==> src/rtl/riscv_pkg.sv <==
// Shared fetch types and constants.
//   fetch_entry_t : one decoded-side fetch record {pc, instr, fault}
//   FETCH_STEP    : byte distance between sequential instruction words
package riscv;

   localparam int unsigned XLEN       = 32;
   localparam logic [31:0] FETCH_STEP = 32'd4;

   typedef struct packed {
      logic [XLEN-1:0] pc;
      logic [XLEN-1:0] instr;
      logic            fault;
   } fetch_entry_t;

endpackage

==> src/rtl/fetch_queue.sv <==
// In-order FIFO of fetch entries with a registered head.
// Ports: push_i/data_i enqueue, pop_i dequeues, flush_i empties (wins over push/pop),
//        full_o/empty_o/count_o occupancy, head_o oldest entry (zero when empty).
// Caller guarantees no push on a full queue unless a pop happens in the same cycle.
module fetch_queue
   import riscv::*;
#(
   parameter int unsigned DEPTH = 4
) (
   input  logic                     clk,
   input  logic                     reset_n,
   input  logic                     push_i,
   input  fetch_entry_t             data_i,
   input  logic                     pop_i,
   input  logic                     flush_i,
   output logic                     full_o,
   output logic                     empty_o,
   output logic [$clog2(DEPTH):0]   count_o,
   output fetch_entry_t             head_o
);

   localparam int unsigned AW = $clog2(DEPTH);
   localparam int unsigned CW = AW + 1;

   fetch_entry_t  mem_q [DEPTH];
   logic [AW-1:0] wr_q;
   logic [AW-1:0] rd_q;
   logic [CW-1:0] cnt_q;
   logic          do_push;
   logic          do_pop;

   assign empty_o = (cnt_q == '0);
   assign full_o  = (cnt_q == CW'(DEPTH));
   assign count_o = cnt_q;
   assign head_o  = empty_o ? '0 : mem_q[rd_q];

   assign do_push = push_i & ~flush_i;
   assign do_pop  = pop_i & ~empty_o & ~flush_i;

   // Pointers and occupancy; DEPTH is a power of two so pointers wrap naturally.
   always_ff @(posedge clk or negedge reset_n) begin
      if (!reset_n) begin
         wr_q  <= '0;
         rd_q  <= '0;
         cnt_q <= '0;
      end else if (flush_i) begin
         wr_q  <= '0;
         rd_q  <= '0;
         cnt_q <= '0;
      end else begin
         if (do_push) wr_q <= wr_q + AW'(1);
         if (do_pop)  rd_q <= rd_q + AW'(1);
         cnt_q <= cnt_q + CW'(do_push) - CW'(do_pop);
      end
   end

   // Storage needs no reset: head is masked while empty.
   always_ff @(posedge clk) begin
      if (do_push) mem_q[wr_q] <= data_i;
   end

endmodule

==> src/rtl/ifetch_unit.sv <==
// Instruction fetch stage feeding the decoder.
// Ports: clk/reset_n; imem_req_o/imem_addr_o/imem_gnt_i request port;
//        imem_rvalid_i/imem_rdata_i/imem_err_i in-order responses;
//        redirect_i/redirect_pc_i flush-and-restart; instr_valid_o/instr_o/pc_o/
//        instr_fault_o/instr_ready_i stream to decode.
// Optional: define IFETCH_BYPASS_EN to pass a response straight to decode when the
// queue is empty and decode is ready.
module ifetch_unit
   import riscv::*;
#(
   parameter logic [31:0] RESET_PC    = 32'h0000_0000,
   parameter int unsigned QUEUE_DEPTH = 4
) (
   input  logic        clk,
   input  logic        reset_n,
   output logic        imem_req_o,
   output logic [31:0] imem_addr_o,
   input  logic        imem_gnt_i,
   input  logic        imem_rvalid_i,
   input  logic [31:0] imem_rdata_i,
   input  logic        imem_err_i,
   input  logic        redirect_i,
   input  logic [31:0] redirect_pc_i,
   output logic        instr_valid_o,
   output logic [31:0] instr_o,
   output logic [31:0] pc_o,
   output logic        instr_fault_o,
   input  logic        instr_ready_i
);

   localparam int unsigned AW = $clog2(QUEUE_DEPTH);
   localparam int unsigned CW = AW + 1;
   localparam int unsigned SW = CW + 1;

   typedef enum logic {S_RUN, S_FLUSH} state_e;

   state_e        state_q, state_d;
   logic [31:0]   fetch_pc_q, fetch_pc_d;
   logic [CW-1:0] outst_q, outst_d;
   logic [CW-1:0] disc_q, disc_d;
   logic          req_q, req_d;
   logic [CW-1:0] q_count, q_count_d;

   // Addresses of requests in flight, oldest first; one pops per response.
   logic [31:0]   pcq_q [QUEUE_DEPTH];
   logic [AW-1:0] pcq_wr_q, pcq_rd_q;

   logic          gnt, rsp_keep, bypass_c;
   logic          q_push, q_pop, q_full, q_empty;
   logic [31:0]   redirect_pc_c;
   fetch_entry_t  rsp_entry, q_head, out_entry;

   assign gnt           = req_q & imem_gnt_i;
   assign redirect_pc_c = redirect_pc_i & ~32'h3;
   assign rsp_keep      = imem_rvalid_i & (disc_q == '0) & ~redirect_i;

   always_comb begin
      rsp_entry       = '0;
      rsp_entry.pc    = pcq_q[pcq_rd_q];
      rsp_entry.instr = imem_err_i ? 32'h0 : imem_rdata_i;
      rsp_entry.fault = imem_err_i;
   end

`ifdef IFETCH_BYPASS_EN
   assign bypass_c = rsp_keep & q_empty & instr_ready_i;
`else
   assign bypass_c = 1'b0;
`endif

   // Credit rule keeps the queue from overflowing; the full check covers push+pop.
   assign q_push = rsp_keep & ~bypass_c & (~q_full | q_pop);
   assign q_pop  = ~q_empty & instr_ready_i & ~redirect_i;

   fetch_queue #(.DEPTH(QUEUE_DEPTH)) u_queue (
      .clk     (clk),
      .reset_n (reset_n),
      .push_i  (q_push),
      .data_i  (rsp_entry),
      .pop_i   (q_pop),
      .flush_i (redirect_i),
      .full_o  (q_full),
      .empty_o (q_empty),
      .count_o (q_count),
      .head_o  (q_head)
   );

   assign out_entry     = bypass_c ? rsp_entry : q_head;
   assign instr_valid_o = ~q_empty | bypass_c;
   assign instr_o       = out_entry.instr;
   assign pc_o          = out_entry.pc;
   assign instr_fault_o = out_entry.fault;
   assign imem_req_o    = req_q;
   assign imem_addr_o   = fetch_pc_q;

   // Next-state: counters, PC, FSM and the registered request.
   always_comb begin
      outst_d    = outst_q + CW'(gnt) - CW'(imem_rvalid_i);
      disc_d     = disc_q;
      q_count_d  = q_count + CW'(q_push) - CW'(q_pop);
      fetch_pc_d = fetch_pc_q;
      state_d    = state_q;
      if (gnt) fetch_pc_d = fetch_pc_q + FETCH_STEP;
      if (imem_rvalid_i && (disc_q != '0)) disc_d = disc_q - CW'(1);
      // Everything still in flight after this edge, including a same-cycle grant, is stale.
      if (redirect_i) begin
         fetch_pc_d = redirect_pc_c;
         disc_d     = outst_d;
         q_count_d  = '0;
      end
      unique case (state_q)
         S_RUN:   if (redirect_i && (outst_d != '0)) state_d = S_FLUSH;
         S_FLUSH: if (disc_d == '0) state_d = S_RUN;
         default: state_d = S_RUN;
      endcase
      req_d = (state_d == S_RUN) &&
              ((SW'(outst_d) + SW'(q_count_d)) < SW'(QUEUE_DEPTH));
   end

   always_ff @(posedge clk or negedge reset_n) begin
      if (!reset_n) begin
         state_q    <= S_RUN;
         fetch_pc_q <= RESET_PC;
         outst_q    <= '0;
         disc_q     <= '0;
         req_q      <= 1'b0;
         pcq_wr_q   <= '0;
         pcq_rd_q   <= '0;
      end else begin
         state_q    <= state_d;
         fetch_pc_q <= fetch_pc_d;
         outst_q    <= outst_d;
         disc_q     <= disc_d;
         req_q      <= req_d;
         if (gnt)           pcq_wr_q <= pcq_wr_q + AW'(1);
         if (imem_rvalid_i) pcq_rd_q <= pcq_rd_q + AW'(1);
      end
   end

   always_ff @(posedge clk) begin
      if (gnt) pcq_q[pcq_wr_q] <= fetch_pc_q;
   end

endmodule

==> config.mk <==
export PLATFORM = sky130hd
export DESIGN_NAME = ifetch_unit
export DESIGN_NICKNAME = d
export VERILOG_FILES = /design/src/rtl/riscv_pkg.sv /design/src/rtl/fetch_queue.sv /design/src/rtl/ifetch_unit.sv
export SDC_FILE = /design/constraint.sdc
export NUM_CORES = 1
export LEC_CHECK = 0
export CORE_UTILIZATION = 57
export DETAILED_ROUTE_END_ITERATION = 8
export PLACE_DENSITY = 0.8
export SYNTH_ARGS = -nofsm -noshare
export SYNTH_HDL_FRONTEND = slang
export SYNTH_HIERARCHICAL = 1
export SYNTH_SLANG_ARGS = --single-unit
==> constraint.sdc <==
create_clock -name clk -period 4.65 [get_ports clk]
set_input_delay 0.465 -clock clk [delete_from_list [all_inputs] [get_ports clk]]
set_output_delay 0.465 -clock clk [all_outputs]
set_load 0.02 [all_outputs]
==> metrics.txt, run 1 <==
post-layout instance area 0.0207 mm^2; pre-CTS setup slack 0.839 ns; slew margin rel. 0.299; post-CTS sizing 0; ANT cells 0; Final Worst Setup Slack 0.940 ns; Vias/cell 5.79; critical-path cell list buf_4, mux4_2, and2_1, clkdlybuf4s50_1; pin count of the biggest net entering global routing 72; # clock sinks 429; I/O Buffers 165; CP startpoint kind register; Max Freq 270 MHz; register area share after synthesis 0.730; synth top area cells edfxtp_1 (66%), mux4_2 (12%), dfrtp_1 (7.1%); Max FO, Critical Path 45; unrepaired setup endpoints after global routing false; Total Routing Usage GR 0.219; Via Count 8,831; number of library cell types mapped by synthesis 45; main flop type after synthesis edfxtp_1; Worst path slowest cell dfrtp_4; R2R Path Start u_queue/count_o[1]; starting density of the core 0.581; CTS tree done; filler cell count 1,880; fin crit share 0.798; HP Class in2async; Leak 6.93 nW; clock buffer count from CTS 43; clk root buf clkbuf_16; Cell Rows 63; DRC violations left 0; Least-Margin Pin Slew 1.05 ns; initial antenna violation count 0; core area 0.0298 mm^2; Syn Area/Cell 18.8 um^2; share of layout cells above drive strength 1 0.168; required time worst endpoint 4.18 ns; H-tree Lvls 2; chip height 176 um; Die Span X 176 um; drt first pass iters 5; Post-synth EDFFs 380; DIE AREA 0.0311 mm^2; area taken by multi-input logic gates 0.00438 mm^2; Arrival @ worst endpoint 3.25 ns; Fin. Hold Viols 0; total I/O pin count 170; CTS Hold Bufs 0; Fin Clk Skew 0.0194 ns; WS Path Type reg2out; DRT antenna net count 0; Reg2Reg Depth 16; number of max-cap violations 0; Routed WL 32,700 um; final setup TNS 0 ns; Tot Pwr 9.30 mW; top-count cell post-synth edfxtp_1; top cell type's share of synthesized area 0.659; Area Overhead vs Synth 19.6%; max-slew violation count 0; Seq. cell area 0.0126 mm^2; synthesized flop and latch total 429; Tmin final 3.71 ns; vias in the first global route 9,026; pwr dens 449 mW/mm^2; clk_lat worst skew 0.53 ns; per-cell routed wire length 21.5 um; Starting DRT DRC Count 673; Post-CTS Repair Setup Buffers 0; Nets 1,196; Ys Warns 6; GPL Wtd Cong 0.807; Detailed Place HPWL 18,600 um; r2r endpoint imem_req_o; most frequent cells after synthesis edfxtp_1 (380), mux4_2 (95), and2_1 (69); area leader, netlist edfxtp_1; status completed; dpl cell area 0.0193 mm^2; CP endpoint instr_o[0]; Post-Synthesis Cells 921; first-pass GRT wire length 51,000 um; GR Overflow Total 0; CP Capture Type primary output; async set-or-reset flop fraction in the synthesized netlist 0.114; Clock Tree Buf Depth 3; CTS clock-pin slew for the worst setup and hold paths 0.06 ns; slowest cell delay on critical path 1.00 ns; crit path launch u_queue/rd_q[0]; endpoints failing setup 0; synthesized area 0.0173 mm^2; VDD IR max 0.000268 V; reg-to-reg slack, setup 0.97 ns
[metal layers]
layer	track usage	wire length, um	share of wire	vias up
met2	0.358	16300	0.50	344
met3	0.0336	2080	0.064	52
met4	0.0620	643	0.020	0
met5	0	0	0	-
li1	-	-	-	3915
met1	0.311	13800	0.42	4520
[metrics by stage]
step	hold slack (ns)	utilization	std cells
floorplan	0.169	-	930
global placement	0.464	0.648	1448
detailed placement	0.472	0.648	1448
CTS	0.0478	0.695	1525
global route	0.0871	0.695	1525
finish	0.0366	0.695	1525
[where the power goes]
group          switching [mW]  leakage, nW  internal (mW)
clock network            1.38        0.693           2.02
logic                   0.615         2.20          0.554
registers               0.189         4.04           4.54
[registers in the layout, indices dropped and copies added, names as in the netlist, 3 cells and up]
name             cells
disc_q               3
u_queue/mem_q      260
u_queue/count_o      3
imem_addr_o         30
pcq_q              120
outst_q              3
[critical path: cells and delay by family (launching register included)]
family	cells	cell delay, ns
buffers and inverters	2	0.95
DFF	1	1.00
muxes	1	0.55
and+or+nand+nor	1	0.17
[final cells by class]
class                      count  share of cell area
tap                          390              0.0236
timing repair buffer         174              0.0825
clock inverter                24              0.0129
clock buffer                  53              0.0547
sequential                   429               0.610
multi-input combinational    431               0.212
inverter                      24             0.00435
[cell usage in the layout (no fill, tap or decap), types with 3 or more instances in the layout]
cell type / count
clkbuf_16: 43
fa_1: 3
and3_1: 5
clkinv_1: 6
mux2i_1: 3
clkdlybuf4s50_1: 163
nand2_1: 42
mux2_2: 3
mux4_2: 95
inv_1: 24
a31oi_1: 4
ha_1: 19
nand4_1: 11
o21ai_0: 32
clkinv_2: 10
nor2_1: 22
dfrtp_1: 45
dfrtp_2: 3
bufinv_16: 5
or3_1: 4
and2_4: 4
clkbuf_1: 8
and3_2: 4
xor2_1: 17
conb_1: 10
nor2b_1: 38
edfxtp_1: 380
buf_4: 9
xnor2_1: 15
nand3_1: 10
and2_1: 65
[cells by family after synthesis]
group           synth area share
simple gates              0.0727
buf+inv                   0.0201
other cells             0.000217
compound gates            0.0139
xor+xnor                  0.0189
flops                      0.730
mux                        0.127
fa+ha+maj                 0.0172
[how the worst min path moves through the flow]
stage	from	to	slack (ns)	depth (start not counted)
3_3_place_gp	pcq_rd_q[0]	pcq_rd_q[0]	0.46	1
2_1_floorplan	reset_n	disc_q[0]	0.17	0
6_report	reset_n	imem_addr_o[25]	0.04	2
5_1_grt	reset_n	u_queue/count_o[2]	0.09	2
4_1_cts	reset_n	u_queue/count_o[2]	0.05	2
3_5_place_dp	pcq_rd_q[0]	pcq_rd_q[0]	0.47	1
(Power assumes the default switching activity.)
==> inputs of run 2 (changes only) <==
- CORE_UTILIZATION: 57 -> 51
- PLACE_DENSITY: 0.8 -> 0.75
- clock period: 4.65 -> 3.39 ns (I/O delays scaled with it)
==> run 2 against run 1 <==
  * Count of clock-buffer cells in the layout is 7 higher
  * Clock skew fell by 0.0070 ns
  * Largest power group unchanged
  * Sequential power grew 37%
  * Global-route usage fell by 2.4 points
  * Setup slack got worse by 0.83 ns
  * Critical path depth is 12 higher
  * First-iteration DRC count decreased by 35%
  * Design area rose by 2.3%
==> metrics.txt, run 2 (synthesized netlist as in run 1, its figures left out) <==
status completed; P_int 9.91 mW (+39%); Leak 7.12 nW (+2.8%); slew margin rel. 0.424 (+0.124); Fin Clk Skew 0.0125 ns (-0.00696 ns); max-slew violation count 0 (unchanged); first-pass GRT wire length 50,500 um (-1.1%); drt first pass iters 5 (unchanged); H-tree Lvls 2 (unchanged); Total Routing Usage GR 0.195 (-0.0240); Biggest register u_queue/mem_q; Sequential Power Share 0.504 (-0.004); Starting DRT DRC Count 436 (-35%); CP startpoint kind register; required time worst endpoint 3.86 ns (-0.32 ns); Routed WL 33,400 um (+1.9%); R2R Path Start u_queue/count_o[1]; Die Span X 186 um (+5.7%); per-cell routed wire length 20.7 um (-3.5%); Cell Rows 67 (+6.3%); post-layout util 0.634 (-0.0614); Vias/cell 5.49 (-5.2%); Seq. cell area 0.0126 mm^2 (about the same); Via Count 8,843 (+0.14%); HP Class in2reg; I/O Buffers 165 (unchanged); VDD IR max 0.000344 V (+28%); GR Overflow Total 0 (unchanged); Max Freq 305 MHz; GPL Wtd Cong 0.798 (-1.1%); most frequent cells in the layout edfxtp_1 (380), clkdlybuf4s50_1 (163), mux4_2 (95), and2_1 (65); clock network fraction of total power 0.366 (about the same); Least-Margin Pin Slew 0.864 ns (-0.187 ns); pin count of the biggest net entering global routing 66 (-8.3%); Detailed Place HPWL 20,400 um (+9.9%); DRT antenna net count 0 (unchanged); CTS clock-pin slew for the worst setup and hold paths 0.06 ns (about the same); core area 0.0334 mm^2 (+12%); Finished Layout Cells 1,611 (+5.6%); chip height 186 um (+5.7%); total I/O pin count 170 (unchanged); Nets 1,224 (+2.3%); # clock sinks 429 (unchanged); Tmin final 3.28 ns; clk_lat worst skew 0.52 ns (about the same); placed insts 1,531 (+5.7%); WS Path Type reg2reg; starting density of the core 0.518 (-0.0635); vias in the first global route 9,096 (+0.78%); clk root buf clkbuf_16; max FFs per register 260 (unchanged); Arrival @ worst endpoint 3.74 ns (+0.49 ns); DIE AREA 0.0347 mm^2 (+12%); endpoints failing setup 0 (unchanged); initial antenna violation count 0 (unchanged); CP Capture Type register; fin crit share 0.967; Hold Path Origin redirect_i; most common cell after layout, fill and taps aside edfxtp_1; Area Overhead vs Synth 22.4%; Tot Pwr 12.8 mW (+38%); pwr dens 606 mW/mm^2 (+35%); crit path launch u_queue/count_o[1]; clock buffer count from CTS 42 (-2.3%); final setup TNS 0 ns (unchanged); number of max-cap violations 0 (unchanged); sw frac 0.228 (-0.00691); P_sw 2.93 mW (+34%); share of layout cells above drive strength 1 0.191 (+0.0226); area taken by multi-input logic gates 0.00442 mm^2 (+0.83%); CTS tree done; Fin. Hold Viols 0 (unchanged); Max FO, Critical Path 3 (-93%); DRC violations left 0 (unchanged); reg-to-reg slack, setup 0.11 ns (-0.86 ns); ANT cells 0 (unchanged); Clock Tree Buf Depth 3 (unchanged); Combinational Power Share 0.130 (+0.004); Final Hold Slack 0.168 ns (+0.131 ns); filler cell count 2,283 (+21%)
## run 2: metrics by stage
stage | setup slack (ns) | cell area (um^2)
2_1_floorplan | 0.00588 | 17400
3_3_place_gp | 0.0333 | 19700
6_report | 0.113 | 21200
5_1_grt | -0.0528 | 21200
4_1_cts | 0.00602 | 21100
3_5_place_dp | -0.0690 | 19700
## run 2: layout make-up
| cell class | count | area share |
|---|---|---|
| inverter | 24 | 0.00425 |
| clock buffer | 60 | 0.0590 |
| timing repair buffer | 203 | 0.0969 |
| tap | 448 | 0.0264 |
| sequential | 429 | 0.597 |
| clock inverter | 16 | 0.00850 |
| multi-input combinational | 431 | 0.208 |
## run 2: path summary, 6_finish.rpt
path / endpoint / cells after the start
min in group asynchronous: imem_addr_o[25] / 2
max in group asynchronous: pcq_rd_q[0] / 3
setup / recovery: imem_req_o / 16
setup reg to reg: imem_req_o / 16
hold / removal: disc_q[2] / 2
hold reg to reg: pcq_wr_q[0] / 1
## run 2: what timing repair did
| action | 4_1_cts | 5_1_grt |
|---|---|---|
| hold endpoints to repair | 33 | 0 |
| setup buffers | 0 | 3 |
| gates resized for setup | 1 | 6 |
| hold buffers | 1 | 0 |
| setup endpoints to repair | 1 | 29 |
| pin swaps | 0 | 4 |
## run 2: power groups by stage
stage	combinational (mW)	sequential, mW	clock [mW]
final	1.67	6.47	4.70
after global routing	1.83	6.50	5.02
after CTS	1.64	6.47	4.80
after detailed placement	1.63	6.57	0
after global placement	1.57	6.56	0
after floorplan	1.09	6.49	0
## run 2: worst max-delay path, stage by stage, from the launching register on
cell and delay [ns]:
dfrtp_2 0.40, or3_4 0.36, inv_1 0.07, inv_2 0.03, nand2_1 0.07, nor2_1 0.07, ha_1 0.28, inv_1 0.04
ha_1 0.19, fa_2 0.36, xnor2_2 0.18, xnor2_1 0.14, nor2_1 0.06, ha_1 0.27, or3_1 0.39, a41oi_2 0.17
o21a_1 0.14
## run 2: routing by layer
layer | vias to the layer above | part of all wire | wire, um | GRT usage
met4 | 0 | 0.026 | 883 | 0.0639
met5 | - | 0 | 0 | 0
met1 | 4518 | 0.43 | 14400 | 0.264
li1 | 3976 | - | - | -
met3 | 68 | 0.054 | 1790 | 0.0327
met2 | 281 | 0.49 | 16300 | 0.325
==> inputs of run 3 (changes only) <==
- CTS_CLUSTER_SIZE: not set -> 30
- SKIP_CTS_REPAIR_TIMING: not set -> 1
==> run 3 against run 2 <==
  * Core utilization stayed put
  * First-iteration DRC count is 22% higher
  * Critical path depth stayed put
  * Largest power group unchanged
  * Largest cell class unchanged
  * Design area stayed put
  * Combinational power hardly changed
  * Sequential power hardly changed
  * Sequential cell count stayed put
  * Clock skew is 0.0025 ns higher
==> metrics.txt, run 3 (synthesized netlist as in run 1, its figures left out) <==
H-tree Lvls 2 (unchanged); Tmin final 3.28 ns (-0.000382 ns); CP Capture Type register; Total Routing Usage GR 0.195 (unchanged); Final Hold Slack 0.170 ns (+0.00205 ns); Fin Clk Skew 0.0150 ns (+0.00253 ns); Biggest register u_queue/mem_q; Seq. cell area 0.0126 mm^2 (unchanged); VDD IR max 0.000343 V (-0.13%); clock buffer count from CTS 42 (unchanged); DRC violations left 0 (unchanged); required time worst endpoint 3.86 ns (about the same); Detailed Place HPWL 20,400 um (unchanged); Final Worst Setup Slack 0.114 ns (+0.000382 ns); pre-CTS setup slack -0.0690 ns (unchanged); slew margin rel. 0.440 (+0.0164); CTS clock-pin slew for the worst setup and hold paths 0.06 ns (about the same); final setup TNS 0 ns (unchanged); per-cell routed wire length 20.7 um (about the same); CP startpoint kind register; vias in the first global route 9,096 (unchanged); most common cell after layout, fill and taps aside edfxtp_1; clk root buf clkbuf_16; share of layout cells above drive strength 1 0.191 (unchanged); max-slew violation count 0 (unchanged); Arrival @ worst endpoint 3.75 ns (about the same); Starting DRT DRC Count 533 (+22%); total I/O pin count 170 (unchanged); Least-Margin Pin Slew 0.840 ns (-0.0246 ns); starting density of the core 0.518 (unchanged); filler cell count 2,283 (unchanged); HP Class in2reg; area taken by multi-input logic gates 0.00442 mm^2 (unchanged); Routed WL 33,400 um (about the same); Clock Tree Buf Depth 3 (unchanged); number of max-cap violations 0 (unchanged); chip height 186 um (unchanged); fin crit share 0.966 (about the same); initial antenna violation count 0 (unchanged); I/O Buffers 165 (unchanged); pwr dens 606 mW/mm^2 (about the same); Die Span X 186 um (unchanged); pin count of the biggest net entering global routing 66 (unchanged); status completed; Leak 7.12 nW (unchanged); CTS tree done; Vias/cell 5.47 (-0.31%); endpoints failing setup 0 (unchanged); max FFs per register 260 (unchanged); Fin. Hold Viols 0 (unchanged); core area 0.0334 mm^2 (unchanged); first-pass GRT wire length 50,500 um (unchanged); GPL Wtd Cong 0.798 (unchanged); GR Overflow Total 0 (unchanged); Nets 1,224 (unchanged); ANT cells 0 (unchanged); most frequent cells in the layout edfxtp_1 (380), clkdlybuf4s50_1 (163), mux4_2 (95), and2_1 (65); Max FO, Critical Path 3 (unchanged); WS Path Type reg2reg; # clock sinks 429 (unchanged); DIE AREA 0.0347 mm^2 (unchanged); Cell Rows 67 (unchanged); Max Freq 305 MHz (about the same); DRT antenna net count 0 (unchanged); drt first pass iters 5 (unchanged); clk_lat worst skew 0.53 ns (about the same); Area Overhead vs Synth 22.4% (unchanged); Via Count 8,816 (-0.31%)
## run 3: cell type report
type,count,area share
inverter,24,0.00425
sequential,429,0.597
clock inverter,16,0.00850
timing repair buffer,203,0.0969
tap,448,0.0264
clock buffer,60,0.0590
multi-input combinational,431,0.208
## run 3: path summary, 6_finish.rpt
path	startpoint	endpoint	slack, ns	cells past startpoint
min in group asynchronous	reset_n	imem_addr_o[25]	0.44	2
max in group asynchronous	reset_n	pcq_rd_q[0]	2.18	3
worst max register to register	u_queue/count_o[1]	imem_req_o	0.11	16
worst max-delay path	u_queue/count_o[1]	imem_req_o	0.11	16
worst min register to register	pcq_wr_q[0]	pcq_wr_q[0]	0.55	1
worst min-delay path	redirect_i	disc_q[2]	0.17	2
## run 3: critical path, stage by stage (launching register included)
cell	delay, ns
dfrtp_2	0.40
or3_4	0.36
inv_1	0.07
inv_2	0.03
nand2_1	0.07
nor2_1	0.07
ha_1	0.28
inv_1	0.04
ha_1	0.19
fa_2	0.36
xnor2_2	0.18
xnor2_1	0.14
nor2_1	0.06
ha_1	0.27
or3_1	0.39
a41oi_2	0.17
o21a_1	0.14
## run 3: metal layers
layer	GRT usage	part of all wire	vias up	wire, um
li1	-	-	3975	-
met1	0.264	0.43	4467	14400
met2	0.325	0.49	305	16200
met3	0.0327	0.056	69	1870
met4	0.0639	0.027	0	888
met5	0	0	-	0
## run 3: where the power goes
part / switching (mW) / internal, mW / total, mW / leakage [nW]
Clock: 1.84 / 2.87 / 4.71 / 0.703
Combinational: 0.851 / 0.817 / 1.67 / 2.38
Sequential: 0.246 / 6.22 / 6.47 / 4.04
Total: 2.94 / 9.91 / 12.8 / 7.12
## run 3: through the flow
stage | cell area (um^2) | total power, mW | util | cells
2_1_floorplan | 17400 | 7.58 | - | 930
3_5_place_dp | 19700 | 8.20 | 0.589 | 1531
4_1_cts | 21100 | 12.9 | 0.631 | 1607
3_3_place_gp | 19700 | 8.13 | 0.589 | 1531
6_report | 21200 | 12.8 | 0.634 | 1611
5_1_grt | 21200 | 13.3 | 0.634 | 1611
